==> src/rtl/mem_link_pkg.sv <==
// Shared definitions for the memory-link initiator: message lengths, field
// positions inside the 72-bit channel payload, FSM state encoding and the
// registered request record.
package mem_link_pkg;

    localparam int ADDR_W = 32;
    localparam int DATA_W = 32;
    localparam int MASK_W = 4;
    localparam int LEN_W  = 5;
    localparam int MSG_W  = 72;

    // Message lengths in bytes as carried on the channel length field.
    localparam logic [LEN_W-1:0] READ_LEN  = 5'd5;
    localparam logic [LEN_W-1:0] WRITE_LEN = 5'd9;
    localparam logic [LEN_W-1:0] RESP_LEN  = 5'd4;

    // Read request: address in the low word, bit 32 is the write flag (0).
    localparam int RD_ADDR_LSB = 0;
    localparam int RD_WE_BIT   = 32;

    // Write request: data, then address, then byte mask; top nibble zero.
    localparam int WR_DATA_LSB = 0;
    localparam int WR_ADDR_LSB = 32;
    localparam int WR_MASK_LSB = 64;

    // Read response: data in the low word.
    localparam int RESP_DATA_LSB = 0;

    typedef enum logic [1:0] {
        IDLE      = 2'd0,
        SEND      = 2'd1,
        WAIT_RESP = 2'd2
    } state_e;

    typedef struct packed {
        logic              we;
        logic [ADDR_W-1:0] addr;
        logic [DATA_W-1:0] wdata;
        logic [MASK_W-1:0] mask;
    } req_t;

endpackage

==> src/rtl/mem_link_pack.sv <==
// Outbound message formatter: turns the registered CPU request into the
// channel length/payload pair. Purely combinational; drives zero whenever
// the initiator is not offering a message.
module mem_link_pack
    import mem_link_pkg::*;
(
    input  logic             active,
    input  req_t             req,
    output logic [LEN_W-1:0] send_length,
    output logic [MSG_W-1:0] send_data
);

    // Build the read or write message layout from the request fields.
    always_comb begin
        // NOTE: every output gets a default first so no path through the
        // block leaves it unassigned, which would infer a latch.
        send_length = '0;
        send_data   = '0;
        if (active) begin
            if (req.we) begin
                send_length                      = WRITE_LEN;
                send_data[WR_DATA_LSB +: DATA_W] = req.wdata;
                send_data[WR_ADDR_LSB +: ADDR_W] = req.addr;
                send_data[WR_MASK_LSB +: MASK_W] = req.mask;
            end else begin
                send_length                      = READ_LEN;
                send_data[RD_ADDR_LSB +: ADDR_W] = req.addr;
                send_data[RD_WE_BIT]             = 1'b0;
            end
        end
    end

endmodule

==> src/rtl/mem_link_initiator.sv <==
// Memory-link initiator: accepts one CPU load/store at a time, sends it as a
// message on the outbound channel and, for reads, waits for the 4-byte
// response on the inbound channel. Writes complete right after sending.
// Inbound messages that are not an expected response are popped and flagged
// on proto_err.
//
// Optional feature: define MEM_LINK_TIMEOUT_EN to build a response watchdog
// that completes a read with resp_err after TIMEOUT_CYCLES cycles of waiting.
module mem_link_initiator
    import mem_link_pkg::*;
#(
    parameter int TIMEOUT_CYCLES = 1024
) (
    input  logic              CLK,
    input  logic              RST,
    // CPU side
    input  logic              req_valid,
    output logic              req_ready,
    input  logic              req_we,
    input  logic [ADDR_W-1:0] req_addr,
    input  logic [DATA_W-1:0] req_wdata,
    input  logic [MASK_W-1:0] req_mask,
    output logic              resp_valid,
    output logic [DATA_W-1:0] resp_rdata,
    output logic              resp_err,
    // outbound channel
    output logic              send_flag,
    output logic [LEN_W-1:0]  send_length,
    output logic [MSG_W-1:0]  send_data,
    input  logic              writable,
    // inbound channel
    output logic              recv_flag,
    input  logic [LEN_W-1:0]  recv_length,
    input  logic [MSG_W-1:0]  recv_data,
    input  logic              readable,
    output logic              proto_err
);

    state_e            state;
    state_e            state_next;
    req_t              req_q;

    logic              resp_valid_d;
    logic              recv_flag_d;
    logic              proto_err_d;
    logic [DATA_W-1:0] rdata_d;
    logic              msg_seen;

    // Only the low word of a response carries data.
    logic [MSG_W-DATA_W-1:0] unused_recv_bits;
    assign unused_recv_bits = recv_data[MSG_W-1:DATA_W];

`ifdef MEM_LINK_TIMEOUT_EN
    localparam int CNT_W = $clog2(TIMEOUT_CYCLES) + 1;

    logic [CNT_W-1:0] wait_cnt;
    logic             timeout_hit;
    logic             resp_err_d;

    assign timeout_hit = (state == WAIT_RESP) &&
                         (wait_cnt == CNT_W'(TIMEOUT_CYCLES - 1));

    // Watchdog: counts cycles spent in WAIT_RESP, cleared everywhere else.
    always_ff @(posedge CLK or negedge RST) begin
        if (!RST) begin
            wait_cnt <= '0;
        end else if (state != WAIT_RESP) begin
            wait_cnt <= '0;
        end else begin
            wait_cnt <= wait_cnt + 1'b1;
        end
    end

    // Registered timeout completion flag, paired with resp_valid.
    always_ff @(posedge CLK or negedge RST) begin
        if (!RST) begin
            resp_err <= 1'b0;
        end else begin
            resp_err <= resp_err_d;
        end
    end
`else
    localparam int unused_timeout = TIMEOUT_CYCLES;

    assign resp_err = 1'b0;
`endif

    // An inbound message is looked at only when it has not already been
    // popped in this cycle; readable is still high while recv_flag pulses.
    assign msg_seen  = readable && !recv_flag;
    assign req_ready = (state == IDLE);

    mem_link_pack u_pack (
        .active      (state == SEND),
        .req         (req_q),
        .send_length (send_length),
        .send_data   (send_data)
    );

    // State register.
    always_ff @(posedge CLK or negedge RST) begin
        if (!RST) begin
            state <= IDLE;
        end else begin
            // NOTE: sequential state uses non-blocking assignment so every
            // flop samples pre-edge values regardless of block ordering.
            state <= state_next;
        end
    end

    // Capture the CPU request when it is accepted.
    always_ff @(posedge CLK or negedge RST) begin
        if (!RST) begin
            req_q <= '0;
        end else if (req_valid && req_ready) begin
            req_q <= '{we: req_we, addr: req_addr, wdata: req_wdata, mask: req_mask};
        end
    end

    // Next-state logic plus the next values of the registered pulses.
    always_comb begin
        state_next   = state;
        send_flag    = 1'b0;
        resp_valid_d = 1'b0;
        recv_flag_d  = 1'b0;
        proto_err_d  = 1'b0;
        rdata_d      = resp_rdata;
`ifdef MEM_LINK_TIMEOUT_EN
        resp_err_d   = 1'b0;
`endif
        unique case (state)
            IDLE: begin
                if (req_valid) begin
                    state_next = SEND;
                end
                if (msg_seen) begin
                    recv_flag_d = 1'b1;
                    proto_err_d = 1'b1;
                end
            end
            SEND: begin
                if (writable) begin
                    send_flag = 1'b1;
                    if (req_q.we) begin
                        resp_valid_d = 1'b1;
                        state_next   = IDLE;
                    end else begin
                        state_next   = WAIT_RESP;
                    end
                end
                if (msg_seen) begin
                    recv_flag_d = 1'b1;
                    proto_err_d = 1'b1;
                end
            end
            WAIT_RESP: begin
                if (msg_seen && recv_length == RESP_LEN) begin
                    rdata_d      = recv_data[RESP_DATA_LSB +: DATA_W];
                    recv_flag_d  = 1'b1;
                    resp_valid_d = 1'b1;
                    state_next   = IDLE;
                end else begin
                    if (msg_seen) begin
                        recv_flag_d = 1'b1;
                        proto_err_d = 1'b1;
                    end
`ifdef MEM_LINK_TIMEOUT_EN
                    if (timeout_hit) begin
                        rdata_d      = '0;
                        resp_valid_d = 1'b1;
                        resp_err_d   = 1'b1;
                        state_next   = IDLE;
                    end
`endif
                end
            end
            default: state_next = IDLE;
        endcase
    end

    // Registered completion and channel-pop pulses plus read data.
    always_ff @(posedge CLK or negedge RST) begin
        if (!RST) begin
            resp_valid <= 1'b0;
            recv_flag  <= 1'b0;
            proto_err  <= 1'b0;
            resp_rdata <= '0;
        end else begin
            resp_valid <= resp_valid_d;
            recv_flag  <= recv_flag_d;
            proto_err  <= proto_err_d;
            resp_rdata <= rdata_d;
        end
    end

endmodule

==> config.mk <==
export PLATFORM = sky130hd
export DESIGN_NAME = mem_link_initiator
export DESIGN_NICKNAME = d
export VERILOG_FILES = /design/src/rtl/mem_link_pkg.sv /design/src/rtl/mem_link_pack.sv /design/src/rtl/mem_link_initiator.sv
export SDC_FILE = /design/constraint.sdc
export NUM_CORES = 1
export LEC_CHECK = 0
export CAP_MARGIN = 30
export CORE_UTILIZATION = 36
export DETAILED_ROUTE_END_ITERATION = 12
export PLACE_DENSITY = 0.77
export SYNTH_ARGS = -nofsm -noshare
export SYNTH_HDL_FRONTEND = slang
export SYNTH_SLANG_ARGS = --single-unit
==> constraint.sdc <==
create_clock -name CLK -period 1.65 [get_ports CLK]
set_input_delay 0.33 -clock CLK [delete_from_list [all_inputs] [get_ports CLK]]
set_output_delay 0.33 -clock CLK [all_outputs]
set_load 0.05 [all_outputs]
* Word level (Yosys, flattened, before mapping)
Cells that the tools add are included.
** Word-level totals
- Input port bits :: 151
- Output and inout bits :: 115
- Bits in registers :: 106
** Operators by class
- Multiplexer cells :: 21
- Eq/ne operators :: 6
- Reductions and logical operators :: 8
** Operator list (count)
- $mux W68 :: 1
- $mux W35 :: 1
- $mux W33 :: 1
- $mux W1 :: 8
- $mux W2 :: 4
- $ne A2 B2 Y1 const B :: 3
- $pmux W1 S2 :: 3
- $pmux W2 S3 :: 1
- $eq A5 B3 Y1 const B :: 1
- $mux W5 :: 1
- $mux W4 :: 1
- $logic_and A1 B1 Y1 :: 3
- $reduce_and A3 Y1 :: 1
- $eq A2 B1 Y1 const B :: 1
- $eq A2 B2 Y1 const B :: 1
- $logic_not A2 Y1 :: 1
- $reduce_and A2 Y1 :: 1
- $reduce_or A2 Y1 :: 1
- $logic_not A1 Y1 :: 1

* Logic depth before layout (Yosys ltp)
Gate-level depths: netlist (run 1).
- Word-level depth :: 5
- Gate-level depth with buffers :: 7
- Depth with buffers taken out :: 6

* Hierarchy
A second synthesis (run 1) with hierarchy kept.
** Second synthesis, totals
- Cells, all modules :: 371
- Area total of the unflattened synthesis :: 5019.8 sq um
** By module, submodules not included
- mem_link_initiator :: area each 4058.9 sq um, cells each 246, times used 1, sequential area each 2652.5 sq um
- mem_link_pack :: area each 960.9 sq um, cells each 125, times used 1, sequential area each 0.0 sq um

* Least setup slack after synthesis (run 1)
OpenSTA, ideal clock, no wires.
- Kind :: reg2out
- Start :: register state[1]
- End :: output port send_data[10]
- Arrival time :: 1.835 ns
- Cell stages (with the launch flop) :: 6
- Slack :: -0.515 ns
- Data required time :: 1.320 ns
- Path through :: dfrtp_1 -> inv_1 -> ha_1 -> clkbuf_1 -> clkbuf_1 -> nor2b_1
** On the way
- Word-level cells in the longest chain between the ends :: 2
** Ends and longest elaborated chain
- from (decl) :: line mem_link_initiator.sv:39 : state_e state;
- from (signal assigned) :: line mem_link_initiator.sv:107 : state <= state_next;
- $eq A2 B1 Y1 :: line mem_link_initiator.sv:94 : .active (state == SEND),
- net u_pack.active :: line mem_link_pack.sv:7 : input logic active,
- $mux W68 :: line mem_link_pack.sv:19 : if (active) begin
- to (decl) :: line mem_link_initiator.sv:29 : output logic [MSG_W-1:0] send_data,
The timed path passes the listed nets, and every way through them passes these cells.

* Worst setup path after layout (run 1)
- Start :: register state[1]
- End :: output port send_data[32]
** On the way
- Word-level cells in the longest chain between the ends :: 2
** Ends and longest elaborated chain (line)
- $eq A2 B1 Y1 :: mem_link_initiator.sv:94
- $mux W68 :: mem_link_pack.sv:19
Every way passes these cells.

==> summary.md, run 1 <==
| Metric | Value |
|---|---|
| PwrDens | `2102 nW/µm²` |
| Maximum buffer depth of the clock tree | `2` |
| Slew HR | `0.6637` |
| Met3 usage | `0.05472` |
| Min-Delay Path Class | `input port to asynchronous set/reset pin` |
| Top FF cell, synth | `dfrtp_1` |
| Avg Cell Area, Syn | `13.62 µm²` |
| Final worst path period share | `1.207` |
| Post-route ant nets | `0` |
| VDD IR-drop max | `0.8381 mV` |
| Initial antenna violation count | `0` |
| Top post-synthesis cells by count | `dfrtp_1 (106), mux2_2 (69), and3_1 (36)` |
| Failing checks | `setup timing` |
| Min Tclk post-route | `1.992 ns` |
| Vias in the first global route | `4212` |
| Vias per cell | `4.883` |
| Initial core utilization | `0.3756` |
| Fraction of layout cells with a size suffix above 1 | `0.5946` |
| Root Buffer | `clkbuf_16` |
| Slew @ Worst Pin | `0.5029 ns` |
| Worst skew pair latency | `0.35 ns` |
| N_diodes | `0` |
| Area delta synth->final | `92.92%` |
| Clock sinks | `106` |
| Die ar. | `14510 µm²` |
| Nets@finish | `785` |
| Post-synth EDFFs | `0` |
| Post-synth design cell area | `5052 µm²` |
| WL final | `16.06 mm` |
| WL/cell | `19.83 µm` |
| Post-route setup slack | `-0.3424 ns` |
| WHS | `0.4626 ns` |
| Core area | `13450 µm²` |
| Die Height | `120.5 µm` |
| Pin count of the biggest net entering global routing | `38` |
| Layout Cells excl Fill | `810` |
| Drt drc | `0` |
| Port Buf Inserts | `218` |
| Fill cell count | `839` |
| # IOs | `266` |
| Met1 GRT Util | `0.2451` |
| Final Max Tran Viols | `0` |
| CTS tree | `done` |
| Rows | `42` |
| FF+latch count, synth | `106` |
| GRT overflow | `0` |
| Die width | `120.5 µm` |
| Asr flop ratio synth | `1.000` |
| CP endpoint kind | `output port` |
| Synth area leader | `dfrtp_1` |
| Met2 usage | `0.3646` |
| Skew final | `0.007834 ns` |
| Most numerous cell in the Yosys netlist | `dfrtp_1` |
| Final Hold Fails | `0` |
| Max Cap Violations | `0` |
| RSZ-0062 raised after global routing | `true` |
| Required @ worst endpoint | `1.32 ns` |
| Final setup vio count | `176` |
| Outcome | `finished, violations left` |
| Critical path class | `flip-flop to output port` |
| Violation count after the first detailed-route iteration | `141` |
| TritonCTS Buffers | `9` |
| Peak Freq | `0.5019 GHz` |
| Most crowded layer after global routing | `met2` |
| CP Launch Type | `flip-flop` |
| Post-synthesis sequential area ratio | `0.5250` |
| Placed wire-length estimate | `9.933 mm` |
| Total track usage | `0.2093` |
| Synth cell types | `25` |
| CP arrival | `1.66 ns` |
| First-pass iteration count of the detailed router | `4` |
| Post-Route Utilization | `0.7245` |
| CTS H-tree lvls | `3` |
| Tot Pwr | `20490 µW` |
| Yosys top cell area share | `0.5250` |
| Placed cells | `759` |
| YS warnings | `0` |
| Routability cong. | `0.7471` |
| Vias post-DR | `3955` |
| Synth area leaders | `dfrtp_1 (53%), mux2_2 (15%), mux2_4 (8.6%)` |
| First-pass GRT wire length | `22.85 mm` |
| P_leak | `0.004426 µW` |
| Mapped Cells | `371` |
| Clock transition at the registers of the reported paths | `0.07 ns` |
| Crit Path Max Fanout | `9` |
[where the power goes]
part	total [µW]	internal, µW	switching, µW	leakage [µW]
registers	4360	3630	731	0.00132
logic	13700	7130	6580	0.00296
clock network	2420	1480	946	0.000155
total	20500	12200	8260	0.00443
[metal layers]
layer / wire length, µm / up-vias
met5: 0 / -
met4: 376 / 0
met3: 1106 / 27
met2: 8135 / 177
met1: 6442 / 1952
li1: - / 1799
[repair_timing]
| action | 4_1_cts | 5_1_grt |
|---|---|---|
| resized for setup | 42 | 12 |
| pin swaps | 3 | 0 |
| hold buffers | 1 | 0 |
| endpoints found under the hold margin | 26 | 0 |
| setup buffers | 13 | 3 |
| cloned | 6 | 14 |
| endpoints found under the setup margin | 105 | 176 |
[worst max-delay path: stages (launching register included)]
cell and delay, ns:
dfrtp_1 0.42, inv_2 0.09, ha_4 0.17, buf_4 0.15
clkbuf_16 0.15, and3_4 0.19, buf_12 0.13
[cells by family (layout without fill, tap and decap cells)]
kind of cell | after synthesis | count (layout) | synth area share
DFF | 106 | 106 | 0.5250
other | 1 | 7 | 0.0007422
muxes | 135 | 135 | 0.3145
adders and majority gates | 4 | 4 | 0.009906
buffers and inverters | 39 | 295 | 0.04210
and+or+nand+nor | 83 | 84 | 0.1033
AOI/OAI and AO/OA | 3 | 3 | 0.004457
[sequential cells by signal, summed over array words and instances, names as in the netlist]
signal,count
req_q,69
state,2
recv_flag,1
resp_valid,1
proto_err,1
resp_rdata,32
[layout by cell type (no fill, tap or decap), drive strengths merged, types with 2 or more instances in the layout]
| cell | Yosys | routed |
|---|---|---|
| clkinvlp | 0 | 2 |
| nor2b | 35 | 35 |
| bufinv | 0 | 3 |
| nand2 | 2 | 3 |
| dfrtp | 106 | 106 |
| clkdlybuf4s50 | 0 | 109 |
| inv | 4 | 4 |
| buf | 22 | 157 |
| and3 | 36 | 36 |
| clkbuf | 13 | 19 |
| ha | 4 | 4 |
| mux2i | 32 | 32 |
| conb | 1 | 7 |
| mux2 | 103 | 103 |
| nor3 | 5 | 5 |
| and2 | 2 | 2 |
[worst paths after layout]
kind                           start              to  slack, ns  cells past startpoint
setup / recovery            state[1]   send_data[32]      -0.34                      6
hold / removal                   RST  resp_rdata[10]       0.46                      2
setup reg to reg            state[0]  resp_rdata[12]      -0.25                      9
hold reg to reg            req_q[13]       req_q[13]       0.51                      1
max in group asynchronous        RST        req_q[8]       0.67                      3
min in group CLK           req_q[13]       req_q[13]       0.51                      1
[per-stage QoR]
stage / cell area, µm² / TNS, ns / setup slack [ns]
after detailed placement: 8670 / -14.74 / -0.3943
after floorplan: 5552 / -2.345 / -0.08171
after CTS: 9410 / -29.24 / -0.3031
after global routing: 9747 / -43.40 / -0.4107
final: 9747 / -34.86 / -0.3424
after global placement: 8670 / -12.11 / -0.3550
[area by class of cell]
| cell class | count | area (µm²) | area share |
|---|---|---|---|
| multi-input cells | 233 | 2779 | 0.2851 |
| clock buffers | 10 | 229.0 | 0.02349 |
| clock inverters | 5 | 105.1 | 0.01078 |
| inverters | 4 | 17.52 | 0.001797 |
| repair buffers | 276 | 3737 | 0.3834 |
| well taps | 176 | 220.2 | 0.02259 |
| flip-flops and latches | 106 | 2659 | 0.2728 |
(Power assumes the default switching activity.)
==> run 2, diff against run 1 <==
--- a/config.mk
+++ b/config.mk
@@ -5,7 +5,7 @@
 export SDC_FILE = /design/constraint.sdc
 export NUM_CORES = 1
 export LEC_CHECK = 0
-export CAP_MARGIN = 30
+export CAP_MARGIN = 20
 export CORE_UTILIZATION = 36
 export DETAILED_ROUTE_END_ITERATION = 12
 export PLACE_DENSITY = 0.77
==> results of run 2 <==
Same layout as run 1: the final DEF is identical, and so are final timing and power.
==> run 3, diff against run 2 <==
--- a/config.mk
+++ b/config.mk
@@ -6,6 +6,7 @@
 export NUM_CORES = 1
 export LEC_CHECK = 0
 export CAP_MARGIN = 20
+export CORE_ASPECT_RATIO = 1.25
 export CORE_UTILIZATION = 36
 export DETAILED_ROUTE_END_ITERATION = 12
 export PLACE_DENSITY = 0.77
==> run 3 against run 2 <==
Effect of this change: the run still ends with setup timing left; clock power about the same; critical endpoint is now send_data[46]; largest power group unchanged; total power increased by 5.2%; highest routed layer unchanged; die area about the same; cell area increased by 3.9%; count of clock-buffer cells in the layout unchanged; sequential share of layout area decreased by 1.0 points; register-to-register slack improved by 0.08 ns; clock skew about the same; cell count increased by 0.62%; setup slack improved by 0.053 ns; critical path type unchanged; maximum frequency increased by 2.8%; first-iteration DRC count decreased by 26%; largest cell class unchanged.
==> summary.md, run 3 (same netlist as run 1, synthesis figures left out) <==
| Metric | Value |
|---|---|
| Outcome | `finished, violations left` |
| Failing checks | `setup timing` |
| Top delay family on crit path | `buffers and inverters` |
| Combinational group share of total power | `0.682 (+0.013)` |
| CP endpoint kind | `output port` |
| Highest metal used | `met4` |
| Die width | `108.0 µm (-10%)` |
| Commonest non-fill, non-tap cell in the layout | `clkdlybuf4s50_1` |
| WHS | `0.5074 ns (+0.04475 ns)` |
| Core area | `13750 µm² (+2.2%)` |
| Total track usage | `0.2037 (-0.005624)` |
| Clock transition at the registers of the reported paths | `0.07 ns (about the same)` |
| Nets@finish | `790 (+0.64%)` |
| Buffers and inverters on the worst path | `4 (unchanged)` |
| Switching Fraction | `0.3983 (-0.004744)` |
| Peak Freq | `0.5158 GHz (+2.8%)` |
| Most frequent cells in the layout | `clkdlybuf4s50_1 (109), dfrtp_1 (104), buf_12 (88)` |
| TritonCTS Buffers | `9 (unchanged)` |
| Drt drc | `0 (unchanged)` |
| Vias in the first global route | `4259 (+1.1%)` |
| Post-route setup slack | `-0.2889 ns (+0.05346 ns)` |
| TNS Setup | `-24.47 ns (+10.39 ns)` |
| Placed wire-length estimate | `10.06 mm (+1.3%)` |
| Rows | `48 (+14%)` |
| Vias per cell | `4.896 (+0.27%)` |
| Clk pwr share | `0.111 (-0.007)` |
| Final worst path period share | `1.175 (-0.03240)` |
| Required @ worst endpoint | `1.32 ns (about the same)` |
| Clock sinks | `106 (unchanged)` |
| WL/cell | `20.09 µm (+1.3%)` |
| Internal Power | `12970 µW (+6.0%)` |
| Root Buffer | `clkbuf_16` |
| Register area | `2658 µm² (about the same)` |
| Final setup vio count | `152 (-14%)` |
| Die Height | `134.5 µm (+12%)` |
| CP most frequent cell | `buf_12` |
| Largest register by flop count | `req_q` |
| Initial core utilization | `0.3674 (-0.008200)` |
| Critical path class | `flip-flop to output port` |
| Min-Delay Path Class | `input port to asynchronous set/reset pin` |
| Final Hold Fails | `0 (unchanged)` |
| Worst skew pair latency | `0.34 ns (about the same)` |
| Met2 routed WL | `9.039 mm (+11%)` |
| Biggest regs | `req_q (69), resp_rdata (32), state (2)` |
| VDD IR-drop max | `1.312 mV (+57%)` |
| Skew final | `0.008231 ns (+0.0003973 ns)` |
| First-pass GRT wire length | `22.49 mm (-1.6%)` |
| Largest stage delay, worst path | `0.40 ns (-0.02 ns)` |
| Fraction of layout cells with a size suffix above 1 | `0.6125 (+0.01786)` |
| CP max stage cell | `dfrtp_1` |
| Post-route ant nets | `0 (unchanged)` |
| PwrDens | `2128 nW/µm² (+1.3%)` |
| First-pass iteration count of the detailed router | `4 (unchanged)` |
| Violation count after the first detailed-route iteration | `104 (-26%)` |
| RSZ-0062 raised after global routing | `true` |
| Max reg flops | `69 (unchanged)` |
| Crit Path Max Fanout | `11 (+2)` |
| Placed cells | `759 (unchanged)` |
| CP Launch Type | `flip-flop` |
| Initial antenna violation count | `0 (unchanged)` |
| Layout Cells excl Fill | `815 (+0.62%)` |
| Pin count of the biggest net entering global routing | `43 (+13%)` |
| Fill cell count | `839 (unchanged)` |
| # IOs | `266 (unchanged)` |
| Max Cap Violations | `0 (unchanged)` |
| GRT overflow | `0 (unchanged)` |
| Flop pwr share | `0.207 (-0.006)` |
| Footprint of the multi-input gates | `2984 µm² (+7.4%)` |
| Routability cong. | `0.7981 (+6.8%)` |
| Die ar. | `14520 µm² (about the same)` |
| Maximum buffer depth of the clock tree | `2 (unchanged)` |
| CTS tree | `done` |
| Min Tclk post-route | `1.939 ns (-0.05346 ns)` |
| Crit-path cells | `inv_2, ha_4, buf_6, buf_12, and3_4, buf_12` |
| N_diodes | `0 (unchanged)` |
| Vias post-DR | `3990 (+0.88%)` |
| CP arrival | `1.61 ns (-0.05 ns)` |
| WL met1 | `6.158 mm (-4.4%)` |
| Area delta synth->final | `100.4%` |
| P_leak | `0.004691 µW (+6.0%)` |
| WL met3 | `994 µm (-10%)` |
| Port Buf Inserts | `218 (unchanged)` |
| CTS H-tree lvls | `3 (unchanged)` |
| Final Max Tran Viols | `0 (unchanged)` |
| WL final | `16.38 mm (+1.9%)` |
| Net Switching | `8585 µW (+4.0%)` |
run 3: cell type report:
| type | count | area share |
|---|---|---|
| Clock buffer | 10 | 0.02360 |
| Clock inverter | 6 | 0.009513 |
| Inverter | 4 | 0.001730 |
| Multi-Input combinational cell | 233 | 0.2947 |
| Sequential cell | 106 | 0.2624 |
| Tap cell | 175 | 0.02162 |
| Timing Repair Buffer | 281 | 0.3865 |
run 3: routing by layer:
metal  global-route usage  vias to the layer above
met3              0.05985                       13
met4              0.04414                        0
met5                    0                        -
li1                     -                     1814
met2               0.3723                      151
met1               0.2315                     2012
run 3: repair_timing:
item | in CTS | in global routing
cloned | 7 | 17
hold buffers | 1 | 0
hold endpoints to repair | 25 | 0
setup buffers | 12 | 3
endpoints found under the setup margin | 105 | 176
resized for setup | 40 | 60
pin swaps | 3 | 3
run 3: power by group through the flow:
| stage | registers [µW] | clock network [µW] | logic [µW] |
|---|---|---|---|
| after CTS | 4410 | 2430 | 13200 |
| after floorplan | 4510 | 0 | 6930 |
| after global placement | 4250 | 0 | 12000 |
| after global routing | 4590 | 2550 | 15300 |
| after detailed placement | 4330 | 0 | 12100 |
| final | 4470 | 2390 | 14700 |
run 3: final timing paths:
path                            endpoint  slack [ns]           from  cells after the start
hold / removal             resp_rdata[6]        0.51            RST                      2
hold reg to reg            resp_rdata[1]        0.51  resp_rdata[1]                      1
setup / recovery           send_data[46]       -0.29       state[1]                      6
min in group CLK           resp_rdata[1]        0.51  resp_rdata[1]                      1
setup reg to reg                state[1]       -0.17       state[1]                      7
max in group asynchronous      req_q[62]        0.56            RST                      3
run 3: through the flow:
stage          instance area (µm²)  setup slack (ns)  total power, µW    util
4_1_cts                       9504           -0.2804            20060  0.6910
3_3_place_gp                  8683           -0.3525            16220  0.6314
6_report                     10130           -0.2889            21550  0.7364
2_1_floorplan                 5552          -0.08171            11440       -
5_1_grt                      10130           -0.3503            22400  0.7364
3_5_place_dp                  8683           -0.4224            16460  0.6314
run 3: worst reg2reg max path, cell delays in order, from the launching register on:
cell and delay [ns]:
dfrtp_1 0.38, inv_2 0.06, ha_4 0.18, buf_6 0.13
clkbuf_16 0.16, buf_8 0.13, a221o_1 0.36, mux2_4 0.31
